File: config.mk
export PLATFORM = sky130hd
export DESIGN_NAME = capture_dump_flat
export DESIGN_NICKNAME = d
export VERILOG_FILES = /design/src/rtl/capture_dump_if.sv /design/src/rtl/capture_dump.sv /design/src/flat_wrapper.sv
export SDC_FILE = /design/constraint.sdc
export NUM_CORES = 1
export LEC_CHECK = 0
export ABC_AREA = 1
export CELL_PAD_IN_SITES_DETAIL_PLACEMENT = 1
export CELL_PAD_IN_SITES_GLOBAL_PLACEMENT = 1
export CORE_ASPECT_RATIO = 1.75
export CORE_MARGIN = 4
export CORE_UTILIZATION = 37
export DETAILED_ROUTE_END_ITERATION = 12
export PLACE_DENSITY_LB_ADDON = 0.1
export SLEW_MARGIN = 20
export SYNTH_ARGS = -nofsm -noshare
export SYNTH_HDL_FRONTEND = slang
export SYNTH_SLANG_ARGS = --single-unit
export TNS_END_PERCENT = 10
File: constraint.sdc
create_clock -name clk -period 2.4 [get_ports clk]
set_input_delay 0.24 -clock clk [delete_from_list [all_inputs] [get_ports clk]]
set_output_delay 0.24 -clock clk [all_outputs]
set_load 0.05 [all_outputs]
File: src/rtl/capture_dump_if.sv
// Transmit byte stream between the capture dump engine and the host transmitter.
//
// Handshake: the master raises tx_vld with tx_data and holds both unchanged
// until a clock edge where tx_vld && tx_rdy. That edge transfers exactly one
// byte. tx_vld never drops without a transfer. The slave may drive tx_rdy
// freely, and tx_rdy may depend combinationally on nothing from this interface.
//
// Signals:
//   tx_data  master->slave  byte being offered
//   tx_vld   master->slave  tx_data is valid
//   tx_rdy   slave->master  slave accepts the byte on this edge when tx_vld=1
interface capture_dump_if #(
  parameter int DATA_W = 8
);
  logic [DATA_W-1:0] tx_data;
  logic              tx_vld;
  logic              tx_rdy;

  modport master (output tx_data, output tx_vld, input tx_rdy);
  modport slave  (input tx_data, input tx_vld, output tx_rdy);
endinterface

File: src/rtl/capture_dump.sv
// capture_dump: read side of the ADC capture engine. A dump request reads one
// channel's circular capture RAM, starting at the oldest sample, and streams
// every sample as one byte over the tx interface. The transfer finishes with a
// one-cycle dump_fin / clr_cap_done pulse.
//
// Ports:
//   clk, rst_n    clock, asynchronous active-low reset
//   dump          request pulse, only looked at in IDLE
//   ch_sel        channel 0..2 (3 = invalid, finishes with no reads)
//   start_addr    address of the oldest sample
//   rd_en/rd_addr RAM read strobe and address, one read per sample
//   ch_en         one-hot RAM select of the latched channel, 0 when idle
//   rd_data       RAM read data, valid RD_LAT cycles after rd_en
//   tx            byte stream to the transmitter (master side)
//   dump_busy     high in every state but IDLE
//   dump_fin      one-cycle completion pulse
//   clr_cap_done  one-cycle pulse together with dump_fin
//   state_dbg     current FSM state encoding
module capture_dump #(
  parameter int ADDR_W = 9,
  parameter int DATA_W = 8,
  parameter int RD_LAT = 1
) (
  input  logic              clk,
  input  logic              rst_n,
  input  logic              dump,
  input  logic [1:0]        ch_sel,
  input  logic [ADDR_W-1:0] start_addr,
  output logic              rd_en,
  output logic [ADDR_W-1:0] rd_addr,
  output logic [2:0]        ch_en,
  input  logic [DATA_W-1:0] rd_data,
  capture_dump_if.master    tx,
  output logic              dump_busy,
  output logic              dump_fin,
  output logic              clr_cap_done,
  output logic [2:0]        state_dbg
);

  typedef enum logic [2:0] {
    IDLE = 3'd0,
    READ = 3'd1,
    WAIT = 3'd2,
    SEND = 3'd3,
    FIN  = 3'd4
  } state_e;

  localparam int LAT_W = (RD_LAT > 1) ? $clog2(RD_LAT) : 1;
  localparam logic [LAT_W-1:0] LAT_LAST = LAT_W'(RD_LAT - 1);
  // Count of the final sample of a dump (2**ADDR_W - 1).
  localparam logic [ADDR_W:0] CNT_LAST = {1'b0, {ADDR_W{1'b1}}};

  state_e              state_q, state_d;
  logic [ADDR_W:0]     cnt_q, cnt_d;
  logic [1:0]          ch_q, ch_d;
  logic [ADDR_W-1:0]   start_q, start_d;
  logic [LAT_W-1:0]    lat_q, lat_d;
  logic [DATA_W-1:0]   txd_q, txd_d;

  always_ff @(posedge clk or negedge rst_n) begin
    if (!rst_n) begin
      state_q <= IDLE;
      cnt_q   <= '0;
      ch_q    <= '0;
      start_q <= '0;
      lat_q   <= '0;
      txd_q   <= '0;
    end else begin
      state_q <= state_d;
      cnt_q   <= cnt_d;
      ch_q    <= ch_d;
      start_q <= start_d;
      lat_q   <= lat_d;
      txd_q   <= txd_d;
    end
  end

  always_comb begin
    state_d = state_q;
    cnt_d   = cnt_q;
    ch_d    = ch_q;
    start_d = start_q;
    lat_d   = lat_q;
    txd_d   = txd_q;
    case (state_q)
      IDLE: begin
        if (dump) begin
          ch_d    = ch_sel;
          start_d = start_addr;
          cnt_d   = '0;
          state_d = (ch_sel == 2'd3) ? FIN : READ;
        end
      end
      READ: begin
        lat_d   = '0;
        state_d = WAIT;
      end
      WAIT: begin
        // The last WAIT cycle is the one in which rd_data is valid.
        if (lat_q == LAT_LAST) begin
          txd_d   = rd_data;
          state_d = SEND;
        end else begin
          lat_d = lat_q + 1'b1;
        end
      end
      SEND: begin
        if (tx.tx_rdy) begin
          cnt_d   = cnt_q + 1'b1;
          state_d = (cnt_q == CNT_LAST) ? FIN : READ;
        end
      end
      FIN: begin
        // A dump pulse seen here is deliberately dropped.
        state_d = IDLE;
      end
      default: state_d = IDLE;
    endcase
  end

  // Address arithmetic wraps naturally modulo the RAM depth.
  assign rd_en   = (state_q == READ);
  assign rd_addr = rd_en ? (start_q + cnt_q[ADDR_W-1:0]) : '0;

  always_comb begin
    ch_en = 3'b000;
    if (state_q != IDLE) begin
      case (ch_q)
        2'd0:    ch_en = 3'b001;
        2'd1:    ch_en = 3'b010;
        2'd2:    ch_en = 3'b100;
        default: ch_en = 3'b000;
      endcase
    end
  end

  assign tx.tx_vld    = (state_q == SEND);
  assign tx.tx_data   = txd_q;
  assign dump_busy    = (state_q != IDLE);
  assign dump_fin     = (state_q == FIN);
  assign clr_cap_done = (state_q == FIN);
  assign state_dbg    = state_q;

endmodule

File: src/flat_wrapper.sv
// flat-port wrapper written by rule: the top's interface ports become plain ports
module capture_dump_flat 
#(
  parameter int ADDR_W = 9,
  parameter int DATA_W = 8,
  parameter int RD_LAT = 1
)
  (clk, rst_n, dump, ch_sel, start_addr, rd_en, rd_addr, ch_en, rd_data, dump_busy, dump_fin, clr_cap_done, state_dbg, tx_tx_data, tx_tx_vld, tx_tx_rdy);
  capture_dump_if #(.DATA_W(DATA_W)) tx_i ();
  input  logic clk;
  input  logic rst_n;
  input  logic dump;
  input  logic [1:0] ch_sel;
  input  logic [ADDR_W-1:0] start_addr;
  output logic rd_en;
  output logic [ADDR_W-1:0] rd_addr;
  output logic [2:0] ch_en;
  input  logic [DATA_W-1:0] rd_data;
  output logic dump_busy;
  output logic dump_fin;
  output logic clr_cap_done;
  output logic [2:0] state_dbg;
  output wire logic [$bits(tx_i.tx_data)-1:0] tx_tx_data;
  output wire logic [$bits(tx_i.tx_vld)-1:0] tx_tx_vld;
  input wire logic [$bits(tx_i.tx_rdy)-1:0] tx_tx_rdy;
  assign tx_tx_data = tx_i.tx_data;
  assign tx_tx_vld = tx_i.tx_vld;
  assign tx_i.tx_rdy = tx_tx_rdy;
  capture_dump #(.ADDR_W(ADDR_W), .DATA_W(DATA_W), .RD_LAT(RD_LAT)) u_core (.clk(clk), .rst_n(rst_n), .dump(dump), .ch_sel(ch_sel), .start_addr(start_addr), .rd_en(rd_en), .rd_addr(rd_addr), .ch_en(ch_en), .rd_data(rd_data), .tx(tx_i), .dump_busy(dump_busy), .dump_fin(dump_fin), .clr_cap_done(clr_cap_done), .state_dbg(state_dbg));
endmodule
After elaboration in Yosys (flattened, before gate mapping):

Index checks and enable logic that the tools add are counted.

* reductions and logical operators: 9
* multiplexer cells: 14
* add/sub/neg operators: 3
* equality and inequality tests: 11
* bitwise logic cells: 1

Operators with widths (count)
* 10-bit two-way mux: 2
* 10-bit one-hot mux with 2 select lines: 1
* 3-bit two-way mux: 6
* 3-bit one-hot mux with 4 select lines: 1
* 10-bit by 1-bit adder with 10-bit output (second input constant): 1
* 10-bit by 9-bit equality test with 1-bit output (second input constant): 1
* 9-bit adder: 1
* 9-bit two-way mux: 1
* 3-bit one-hot mux with 3 select lines: 1
* 3-bit by 2-bit equality test with 1-bit output (second input constant): 2
* 3-bit AND reduction: 2
* 2-bit equality test (second input constant): 2
* 2-bit != test (second input constant): 2
* 2-bit AND reduction: 2
* 2-bit nonzero test: 2
* 3-bit by 1-bit equality test with 1-bit output (second input constant): 1
* 3-bit equality test (second input constant): 1
* 3-bit logical NOT: 1
* 3-bit nonzero test: 1
* 2-bit by 1-bit equality test with 1-bit output (second input constant): 1
* 2-bit logical NOT: 1
* 2-bit by 1-bit != test with 1-bit output (second input constant): 1
* 1-bit one-hot mux with 2 select lines: 1
* 1-bit adder (second input constant): 1
* 2 further kinds: 2

* output and inout bits: 28
* word-level logic and storage cells: 44
* input port bits: 23
* bits in registers: 33

Logic depth before layout (Yosys ltp):

* depth after elaboration: 4
* gate-level depth with buffers: 9
* depth with buffers taken out: 9

Worst setup path after synthesis:

OpenSTA, ideal clock, no wires.

* kind: reg-to-output
* start point: register u_core.state_q[0] (netlist: u_core.state_dbg[0])
* end point: output port rd_addr[2]
* buffers on the path: 0
* cell stages (with the launch flop): 5
* setup slack: -507 ps
* data required time: 2160 ps
* data arrival time: 2667 ps
* cell sequence: dfrtp_1 > inv_1 > nor3_2 > o21ai_0 > a21oi_1

* cells in the longest elaborated chain, start to end: 2

Ends and longest elaborated chain
* start: declaration: line capture_dump.sv:53 `state_e state_q, state_d;`
* start signal: assignment: line capture_dump.sv:69 `state_q <= state_d;`
* 3-bit by 1-bit equality test with 1-bit output: line capture_dump.sv:122 `assign rd_en = (state_q == READ);`
* via rd_en: line flat_wrapper.sv:15 `output logic rd_en;`
* 9-bit two-way mux: line capture_dump.sv:123 `assign rd_addr = rd_en ? (start_q + cnt_q[ADDR_W-1:0]) : '0;`
* end: declaration: line flat_wrapper.sv:16 `output logic [ADDR_W-1:0] rd_addr;`

The timed path passes the listed nets, and every way through them passes these cells.

Worst setup path in the final report:

* start point: register u_core.cnt_q[0]
* end point: output port rd_addr[8]

* cells in the longest elaborated chain, start to end: 2

Ends and longest elaborated chain
* start: declaration: line capture_dump.sv:54 `logic [ADDR_W:0] cnt_q, cnt_d;`
* start signal: assignment: line capture_dump.sv:70 `cnt_q <= cnt_d;`
* 9-bit adder: line capture_dump.sv:123
* 9-bit two-way mux: line capture_dump.sv:123

Every way passes these cells.

==> results.cfg <==
[synth]
synth-edff-count = 0
ys_async_sr_fraction = 1.000
ys_top_cells_by_area = dfrtp_1 (41%), nand2_1 (16%), ha_1 (5.8%)
synth_cell_types = 26
ys.flop_type = dfrtp_1
synth_nets = 284
synth_area_um2 = 1933
synth_cells = 251
synth.avg_cell_area_um2 = 7.702
ys_seq_area_frac = 0.4142
post-synth-top-area-cell = dfrtp_1
synth_most_common_cell = nand2_1
synth_top_area_frac = 0.4142
synthTopCellsByCount = nand2_1 (82), dfrtp_1 (32), inv_1 (28), nor2_1 (21), nand3_1 (18)
yosysWarnings = 0
ys_ff_latch = 32

[worst_setup_path]
worstPathRequired_ps = 2160
crit_type = reg2out
critPathTopFamily = adder cells
cp_max_fo = 6
critPathLaunchType = register
endpoint = rd_addr[8]
worstSetupStartpoint = u_core.cnt_q[0]
rrSetupSlack_ps = 740
critPathBufInv = 1
cp.depth = 8
cpMaxStageDelayCell = dfrtp_2
reg2reg_depth = 5
path_cells = ha_1, fa_2, nand3_1, nand2_2, nand2_1, a21oi_1, nor2_1, buf_12
end_kind = primary output
arrival_ps = 2040
r2r-end = u_core.state_dbg[2]
r2r_start = u_core.cnt_q[1]
crit_path_max_incr_delay_ps = 440

[timing]
final-setup-viol-count = 0
worst_slack_ps = 122.6
skew_ps = 8.372
rsz0062_at_grt = false
timing.final.crit_share = 0.9489
maxSlewHeadroom = 0.6491
period_needed_ps = 2277
hold_violations = 0
maxSlewViolCount = 0
max_freq_mhz = 439.1
tightest_slew_ps = 524.7
fin_tns_setup_ps = 0

[power_and_ir_drop]
power.density_nw_per_um2 = 1345
power.leakage_uw = 0.001353
power.total_uw = 3642
max-vdd-ir-drop_v = 0.0008572

[grt]
grt_pass1_vias = 2118
antenna_found_initial = 0
grt_first_pass_wirelength_mm = 9.708
grt_max_degree = 33
grtUsageTotal = 0.1891
overflow = 0

[cts]
cts_tree = yes
root_buffer = clkbuf_8
clkLatencyLatePin_ps = 290
postCtsHoldBufs = 0
clkSinkCount = 32
cts_setup_buffers = 0
cts_buffer_depth = 2
htreeDepth = 2
clkTransAtPathRegs_ps = 70
numCtsBuffers = 5

[finish]
seqCellArea_um2 = 802.0
multi_input_area_um2 = 1005
fin_util = 0.5396
drive_gt1_frac = 0.1429
area_growth_pct = 40.13
nNetsFinal = 340
layout.cells.non_filler = 362
diodes = 0
nFillCells = 603

[run_status]
status = finished, final reports clean

[placed_design]
portBuffers = 50
hpwlAfterDp_mm = 4.400
place_inst = 354
gp_congestion = 0.8419
place_ws_ps = 315.6

[floorplan]
coreArea_um2 = 5020
pin_count = 51
num_rows = 34
initial_core_util = 0.3851
die_y_um = 103.6
die_w_um = 62.64
dieArea_um2 = 6491

[drt]
wl_per_cell_um = 15.43
routed_wl_mm = 5.584
drt_iter0_drc = 26
drcViolationCount = 0
first_pass_iters = 4
ant_nets = 0
vias = 1903
vias_per_cell = 5.257

[flow_run]
cap_viol_max_count = 0

[worst_hold_path]
hold_class = in2async
## routing by layer
layer,share of wire,vias to the layer above,global-route usage
met5,0,-,0
met4,0.024,0,0.07741
met3,0.036,9,0.04225
met2,0.57,43,0.3682
met1,0.37,932,0.1853
li1,-,919,-
## placed cells by master (no fill, tap or decap), types with 3 or more instances in the layout
cell              n
nand2_1          81
clkdlybuf4s50_1  39
dfrtp_1          31
inv_1            28
nor2_1           20
nand3_1          17
a21oi_1          13
ha_1              9
mux2_2            8
o21ai_0           7
nand4_1           7
clkbuf_8          7
buf_12            7
buf_4             5
o21ai_1           4
nor3_1            3
nand3_2           3
## cell type report
type | count | share of cell area
Clock buffer | 7 | 0.03557
Clock inverter | 1 | 0.01109
Inverter | 30 | 0.04249
Multi-Input combinational cell | 185 | 0.3709
Sequential cell | 32 | 0.2961
Tap cell | 54 | 0.02494
Timing Repair Buffer | 53 | 0.2189
## stage by stage
stage               instance area, um2  hold WS (ps)
floorplan                         1939        -55.59
global placement                  2564         475.6
detailed placement                2564         490.6
CTS                               2690         365.3
global route                      2709         392.6
finish                            2709         350.6
## kinds of logic (layout without fill, tap and decap cells)
group	count (synthesis)	after routing	share of synthesized area
fa+ha+maj	10	10	0.06861
simple gates	139	139	0.3159
compound gates	27	27	0.07443
xor+xnor	1	1	0.004532
mux	8	8	0.04660
buf+inv	34	91	0.07572
flops	32	32	0.4142
## state kept, by name, summed over array words and instances, names as in the netlist
register           flops
u_core.cnt_q          10
u_core.start_q         9
u_core.tx.tx_data      8
u_core.state_dbg       3
u_core.ch_q            2
## worst min path at each step
stage                      startpoint                 to  cells after the start
floorplan                       rst_n     u_core.ch_q[0]                      0
global placement    u_core.start_q[0]  u_core.start_q[0]                      2
detailed placement  u_core.start_q[6]  u_core.start_q[6]                      2
CTS                             rst_n     u_core.ch_q[1]                      2
global route                    rst_n     u_core.ch_q[1]                      2
finish                          rst_n     u_core.ch_q[1]                      2
## worst reg2reg max path: stages (launching register included)
cell and delay (ps):
dfrtp_1 470, ha_1 330, nand3_1 150, nor3_2 270, nand3_1 200, a21oi_1 170
## timing repair
action | CTS | global route
pin swaps | 1 | 1
setup endpoints to repair | 1 | 4
resized for setup | 0 | 7
## report_power, final
part,total (uW),internal (uW),leakage (uW),switching [uW]
clock network,574,366,0.0000645,208
registers,908,737,0.000405,171
logic,2160,767,0.000883,1390
total,3640,1870,0.00135,1770
Power figures use the tool's default switching activity.
